==> src/rtl/systolic_array_collector_if.sv <==
// Column streams from the array bottom edge in, aligned result vectors out over valid/ready.
interface systolic_array_collector_if #(
   parameter int L_WIDTH = 32,
   parameter int COLS    = 5
);
   logic [COLS-1:0]              en_down;
   logic [COLS-1:0][L_WIDTH-1:0] data_down;
   logic                         out_valid;
   logic                         out_ready;
   logic [COLS-1:0][L_WIDTH-1:0] out_data;

   modport master (
      output en_down, data_down, out_ready,
      input  out_valid, out_data
   );

   modport slave (
      input  en_down, data_down, out_ready,
      output out_valid, out_data
   );
endinterface

==> src/rtl/systolic_array_collector.sv <==
// Re-aligns skewed systolic column outputs into COLS-wide vectors; optional ReLU via SYS_COLLECT_RELU_EN.
// Latency: a column entry is visible at its FIFO head one edge after the push; out_valid is combinational.
// Backpressure: out_ready low holds the head vector; pushes into a full FIFO are dropped and flagged.
module systolic_array_collector #(
   parameter int L_WIDTH = 32,
   parameter int COLS    = 5,
   parameter int DEPTH   = 8,
   parameter int CNT_W   = 16
) (
   input  logic                 clk,
   input  logic                 rst,
   input  logic                 clr,
   input  logic                 start,
   input  logic [CNT_W-1:0]     cfg_num,
   systolic_array_collector_if.slave bus,
   output logic                 tile_done,
   output logic                 overflow,
   output logic                 busy
);
   localparam int AW = $clog2(DEPTH);
   localparam logic [AW:0] FULL_OCC = (AW+1)'(DEPTH);

   typedef enum logic [1:0] {IDLE, COLLECT, DONE} state_t;

   state_t             state, state_nxt;
   logic [CNT_W-1:0]   cnt;
   logic [CNT_W-1:0]   num;

   logic [L_WIDTH-1:0] mem    [COLS][DEPTH];
   logic [AW-1:0]      wr_ptr [COLS];
   logic [AW-1:0]      rd_ptr [COLS];
   logic [AW:0]        occ    [COLS];

   logic [COLS-1:0]    nonempty;
   logic [COLS-1:0]    push;
   logic [COLS-1:0]    drop;
   logic               pop;

   always_comb begin
      nonempty = '0;
      for (int j = 0; j < COLS; j++) begin
         nonempty[j] = (occ[j] != '0);
      end
   end

   assign bus.out_valid = (state == COLLECT) && (&nonempty);
   assign pop           = bus.out_valid && bus.out_ready && !clr;

   // A full FIFO still accepts a push when the same cycle pops it.
   always_comb begin
      push = '0;
      drop = '0;
      for (int j = 0; j < COLS; j++) begin
         if (!clr && bus.en_down[j]) begin
            if (state == COLLECT && (occ[j] != FULL_OCC || pop)) begin
               push[j] = 1'b1;
            end else begin
               drop[j] = 1'b1;
            end
         end
      end
   end

   always_comb begin
      bus.out_data = '0;
      if (bus.out_valid) begin
         for (int j = 0; j < COLS; j++) begin
`ifdef SYS_COLLECT_RELU_EN
            bus.out_data[j] = mem[j][rd_ptr[j]][L_WIDTH-1] ? '0 : mem[j][rd_ptr[j]];
`else
            bus.out_data[j] = mem[j][rd_ptr[j]];
`endif
         end
      end
   end

   always_ff @(posedge clk) begin
      for (int j = 0; j < COLS; j++) begin
         if (push[j]) begin
            mem[j][wr_ptr[j]] <= bus.data_down[j];
         end
      end
   end

   always_ff @(posedge clk or posedge rst) begin
      if (rst) begin
         for (int j = 0; j < COLS; j++) begin
            wr_ptr[j] <= '0;
            rd_ptr[j] <= '0;
            occ[j]    <= '0;
         end
      end else if (clr) begin
         for (int j = 0; j < COLS; j++) begin
            wr_ptr[j] <= '0;
            rd_ptr[j] <= '0;
            occ[j]    <= '0;
         end
      end else begin
         for (int j = 0; j < COLS; j++) begin
            if (push[j]) wr_ptr[j] <= wr_ptr[j] + 1'b1;
            if (pop)     rd_ptr[j] <= rd_ptr[j] + 1'b1;
            if (push[j] && !pop) begin
               occ[j] <= occ[j] + 1'b1;
            end else if (!push[j] && pop) begin
               occ[j] <= occ[j] - 1'b1;
            end
         end
      end
   end

   always_ff @(posedge clk or posedge rst) begin
      if (rst) begin
         overflow <= 1'b0;
      end else if (clr) begin
         overflow <= 1'b0;
      end else if (|drop) begin
         overflow <= 1'b1;
      end
   end

   always_ff @(posedge clk or posedge rst) begin
      if (rst) begin
         state <= IDLE;
         cnt   <= '0;
         num   <= '0;
      end else begin
         state <= state_nxt;
         if (clr) begin
            cnt <= '0;
         end else if (state == IDLE && start) begin
            cnt <= '0;
            num <= cfg_num;
         end else if (pop) begin
            cnt <= cnt + 1'b1;
         end
      end
   end

   always_comb begin
      state_nxt = state;
      case (state)
         IDLE: begin
            if (start) state_nxt = (cfg_num == '0) ? DONE : COLLECT;
         end
         COLLECT: begin
            if (pop && (cnt + 1'b1) == num) state_nxt = DONE;
         end
         DONE:    state_nxt = IDLE;
         default: state_nxt = IDLE;
      endcase
      if (clr) state_nxt = IDLE;
   end

   assign tile_done = (state == DONE);
   assign busy      = (state != IDLE);

endmodule

==> src/flat_wrapper.sv <==
// flat-port wrapper written by rule: the top's interface ports become plain ports
module systolic_array_collector_flat 
#(
   parameter int L_WIDTH = 32,
   parameter int COLS    = 5,
   parameter int DEPTH   = 8,
   parameter int CNT_W   = 16
)
  (clk, rst, clr, start, cfg_num, tile_done, overflow, busy, bus_en_down, bus_data_down, bus_out_ready, bus_out_valid, bus_out_data);
  systolic_array_collector_if #(.L_WIDTH(L_WIDTH), .COLS(COLS)) bus_i ();
  input  logic clk;
  input  logic rst;
  input  logic clr;
  input  logic start;
  input  logic [CNT_W-1:0] cfg_num;
  output logic tile_done;
  output logic overflow;
  output logic busy;
  input wire logic [$bits(bus_i.en_down)-1:0] bus_en_down;
  input wire logic [$bits(bus_i.data_down)-1:0] bus_data_down;
  input wire logic [$bits(bus_i.out_ready)-1:0] bus_out_ready;
  output wire logic [$bits(bus_i.out_valid)-1:0] bus_out_valid;
  output wire logic [$bits(bus_i.out_data)-1:0] bus_out_data;
  assign bus_i.en_down = bus_en_down;
  assign bus_i.data_down = bus_data_down;
  assign bus_i.out_ready = bus_out_ready;
  assign bus_out_valid = bus_i.out_valid;
  assign bus_out_data = bus_i.out_data;
  systolic_array_collector #(.L_WIDTH(L_WIDTH), .COLS(COLS), .DEPTH(DEPTH), .CNT_W(CNT_W)) u_core (.clk(clk), .rst(rst), .clr(clr), .start(start), .cfg_num(cfg_num), .bus(bus_i), .tile_done(tile_done), .overflow(overflow), .busy(busy));
endmodule
==> config.mk <==
export PLATFORM = sky130hd
export DESIGN_NAME = systolic_array_collector_flat
export DESIGN_NICKNAME = d
export VERILOG_FILES = /design/src/rtl/systolic_array_collector_if.sv /design/src/rtl/systolic_array_collector.sv /design/src/flat_wrapper.sv
export SDC_FILE = /design/constraint.sdc
export NUM_CORES = 1
export LEC_CHECK = 0
export ABC_AREA = 0
export CORE_MARGIN = 3
export CORE_UTILIZATION = 30
export CTS_CLUSTER_DIAMETER = 60
export DETAILED_ROUTE_END_ITERATION = 7
export PLACE_DENSITY = 0.45
export SYNTH_ARGS = -nofsm -noshare
export SYNTH_HDL_FRONTEND = slang
export SYNTH_SLANG_ARGS = --single-unit
==> constraint.sdc <==
create_clock -name clk -period 5.85 [get_ports clk]
set_clock_uncertainty 0.2 [all_clocks]
set_input_delay 1.4625 -clock clk [delete_from_list [all_inputs] [get_ports clk]]
set_output_delay 1.4625 -clock clk [all_outputs]
set_load 0.005 [all_outputs]
==> impl_metrics.json <==
{
  "fin_crit_ps": 5367,
  "hold_class": "flop to flop",
  "drc": 0,
  "grt_max_degree": 53,
  "synth_area_leaders": "edfxtp_1, mux4_2, dfrtp_1, mux2i_1, nor2_1",
  "initial_core_util_pct": 30.39,
  "cts_resized": 0,
  "ant_nets": 0,
  "post_synth_num_cell_types": 60,
  "end_kind": "output pin",
  "hpwlAfterDp_um": 80070,
  "crit_arrival_ps": 3700,
  "synth_edf_count": 1280,
  "ioPinCount": 350,
  "numCtsBuffers": 161,
  "grt_pass1_wl_um": 199300,
  "max-vdd-ir-drop_mv": 0.2592,
  "grt_util_all_layers_pct": 14.47,
  "root_buffer": "clkbuf_16",
  "synth_common_cells": "edfxtp_1, mux4_2, nor2_1",
  "area_growth_pct": 22.34,
  "firstDrtPassIters": 7,
  "gp_congestion": 0.7538,
  "ys_seq_area_share_pct": 75.21,
  "dieHeight_um": 430.0,
  "syn_area_um2": 53930,
  "synthCells": 2696,
  "die_x_um": 430.0,
  "synthArstFlopShare_pct": 6.227,
  "status": "finished clean",
  "max_freq_mhz": 186.3,
  "viasPerCell": 4.790,
  "hold_viol": 0,
  "nets": 3368,
  "htreeDepth": 4,
  "crit_type": "flop to output pin",
  "synth_top_area_cell": "edfxtp_1",
  "rows": 154,
  "worstMarginPinSlew_ps": 1165,
  "core_um2": 177500,
  "wl_per_cell_um": 23.60,
  "yosys.area.top_type_share_pct": 71.27,
  "hold_ws_ps": 309.9,
  "grt_overflow": 0,
  "cp_data_required_time_ps": 4190,
  "tns_ps": 0,
  "synth.ff_latch_count": 1365,
  "slew_viol_final": 0,
  "synthFlopType": "edfxtp_1",
  "drive_gt1_share_pct": 22.14,
  "clockBufferDepth": 3,
  "syn_nets": 2908,
  "syn-mean-instance-area_um2": 20.00,
  "grt_pass1_vias": 30050,
  "routed_wl_um": 133000,
  "worstPathMaxFanout": 35,
  "yosysMostFrequentCell": "edfxtp_1",
  "antenna_found_initial": 22,
  "cts_tree": "yes",
  "clk-insertion-delay-late_ps": 780,
  "maxSlewHeadroom_pct": 22.32,
  "port_buffers": 349,
  "rsz0062_at_grt": "no",
  "path_clk_slew_ps": 50,
  "leakagePower_nw": 20.19,
  "clock_sinks": 1365,
  "die-area_um2": 184900,
  "cts_hold_buf": 0,
  "routed-via-count": 27000,
  "post-cts-setup-buffers": 0,
  "setup_viol": 0,
  "first_iter_violations": 1577,
  "fin_crit_sh_pct": 91.75,
  "maxCapViolCount": 0,
  "yosysWarnings": 0,
  "p_per_area_nw_per_um2": 326.2,
  "cp-start-kind": "flop"
}
==> placed cells by master, fill, tap and decap left out, types with 11 or more instances in the layout <==
cell type | synthesis | final
edfxtp_1 | 1280 | 1280
clkdlybuf4s50_1 | 0 | 348
mux4_2 | 320 | 320
nor2_1 | 235 | 210
mux2i_1 | 161 | 161
clkbuf_16 | 0 | 161
nand2_1 | 101 | 101
buf_4 | 4 | 76
dfrtp_1 | 85 | 70
o21ai_0 | 48 | 48
a21oi_1 | 47 | 47
clkbuf_1 | 82 | 36
clkinv_1 | 0 | 36
xnor2_1 | 24 | 24
ha_1 | 21 | 21
nand3_1 | 20 | 20
xor2_1 | 20 | 20
nor2_4 | 1 | 20
clkinv_2 | 0 | 20
inv_1 | 20 | 19
nand2b_1 | 18 | 18
mux2_2 | 16 | 16
buf_12 | 0 | 12
a21o_1 | 11 | 11
nor3_2 | 0 | 11
inv_6 | 0 | 11
==> report_power, final <==
part	leakage [nW]	switching [W]	internal, W
sequential	12.6	0.000129	0.0109
combinational	5.08	0.000544	0.000401
clock	2.48	0.00403	0.00553
==> metrics by stage <==
stage          total power [W]  worst slack (ps)  util, %  area, µm²  std cells
6_report               0.02152             482.7    37.18      65980       5636
5_1_grt                0.02240             184.0    37.18      65980       5634
4_1_cts                0.02191             303.5    37.17      65970       5632
3_5_place_dp           0.01219              1039    34.30      60870       5333
3_3_place_gp           0.01213              1037    34.30      60860       5332
2_1_floorplan          0.01166             246.1        -      53950       2696
==> area by class of cell <==
| class | count | area, µm² |
|---|---|---|
| fill | 16140 | 111500 |
| tap | 2340 | 2928 |
| sequential | 1365 | 40600 |
| inverter | 20 | 77.57 |
| multi-input combinational | 1170 | 12960 |
| timing repair buffer | 438 | 4304 |
| clock buffer | 201 | 4219 |
| antenna | 4 | 10.01 |
| clock inverter | 98 | 884.6 |
==> cell families (layout without fill, tap and decap cells) <==
family | after synthesis | count (layout) | synth area share, %
compound gates | 154 | 154 | 1.759
flops | 1365 | 1365 | 75.21
mux | 497 | 497 | 16.69
fa+ha+maj | 26 | 26 | 0.6728
xor+xnor | 44 | 44 | 0.7146
other cells | 0 | 4 | 0
buf+inv | 161 | 757 | 1.267
simple gates | 449 | 449 | 3.689
==> layer usage <==
layer / GRT usage [%] / part of all wire (%)
met5: 0 / 0.041
met4: 5.059 / 3.0
met3: 2.843 / 3.9
met2: 25.80 / 53
met1: 17.39 / 40
==> registers in the layout (all words and copies together), names as in the netlist <==
signal and count:
u_core.num 16, u_core.state 2, u_core.occ 20, u_core.rd_ptr 15, u_core.wr_ptr 15, u_core.cnt 16
u_core.mem 1280, u_core.overflow 1
==> worst max-delay path: stages (launching register included) <==
cell and delay (ps):
dfrtp_1 460, nor3_1 700, a211o_4 750, buf_4 410
nor2_1 110, clkdlybuf4s50_1 460
==> final timing paths <==
path | from | endpoint | slack [ps] | cells past startpoint
hold reg to reg | u_core.cnt[15] | u_core.cnt[15] | 310 | 1
setup reg to reg | u_core.occ[1] | u_core.mem[0][107] | 2120 | 8
hold / removal | u_core.cnt[15] | u_core.cnt[15] | 310 | 1
setup / recovery | u_core.occ[17] | bus_out_data[104] | 480 | 5
min in group asynchronous | rst | u_core.num[14] | 890 | 2
max in group asynchronous | rst | u_core.rd_ptr[6] | 3600 | 3
Note: power is estimated with default switching activity, not from simulation.
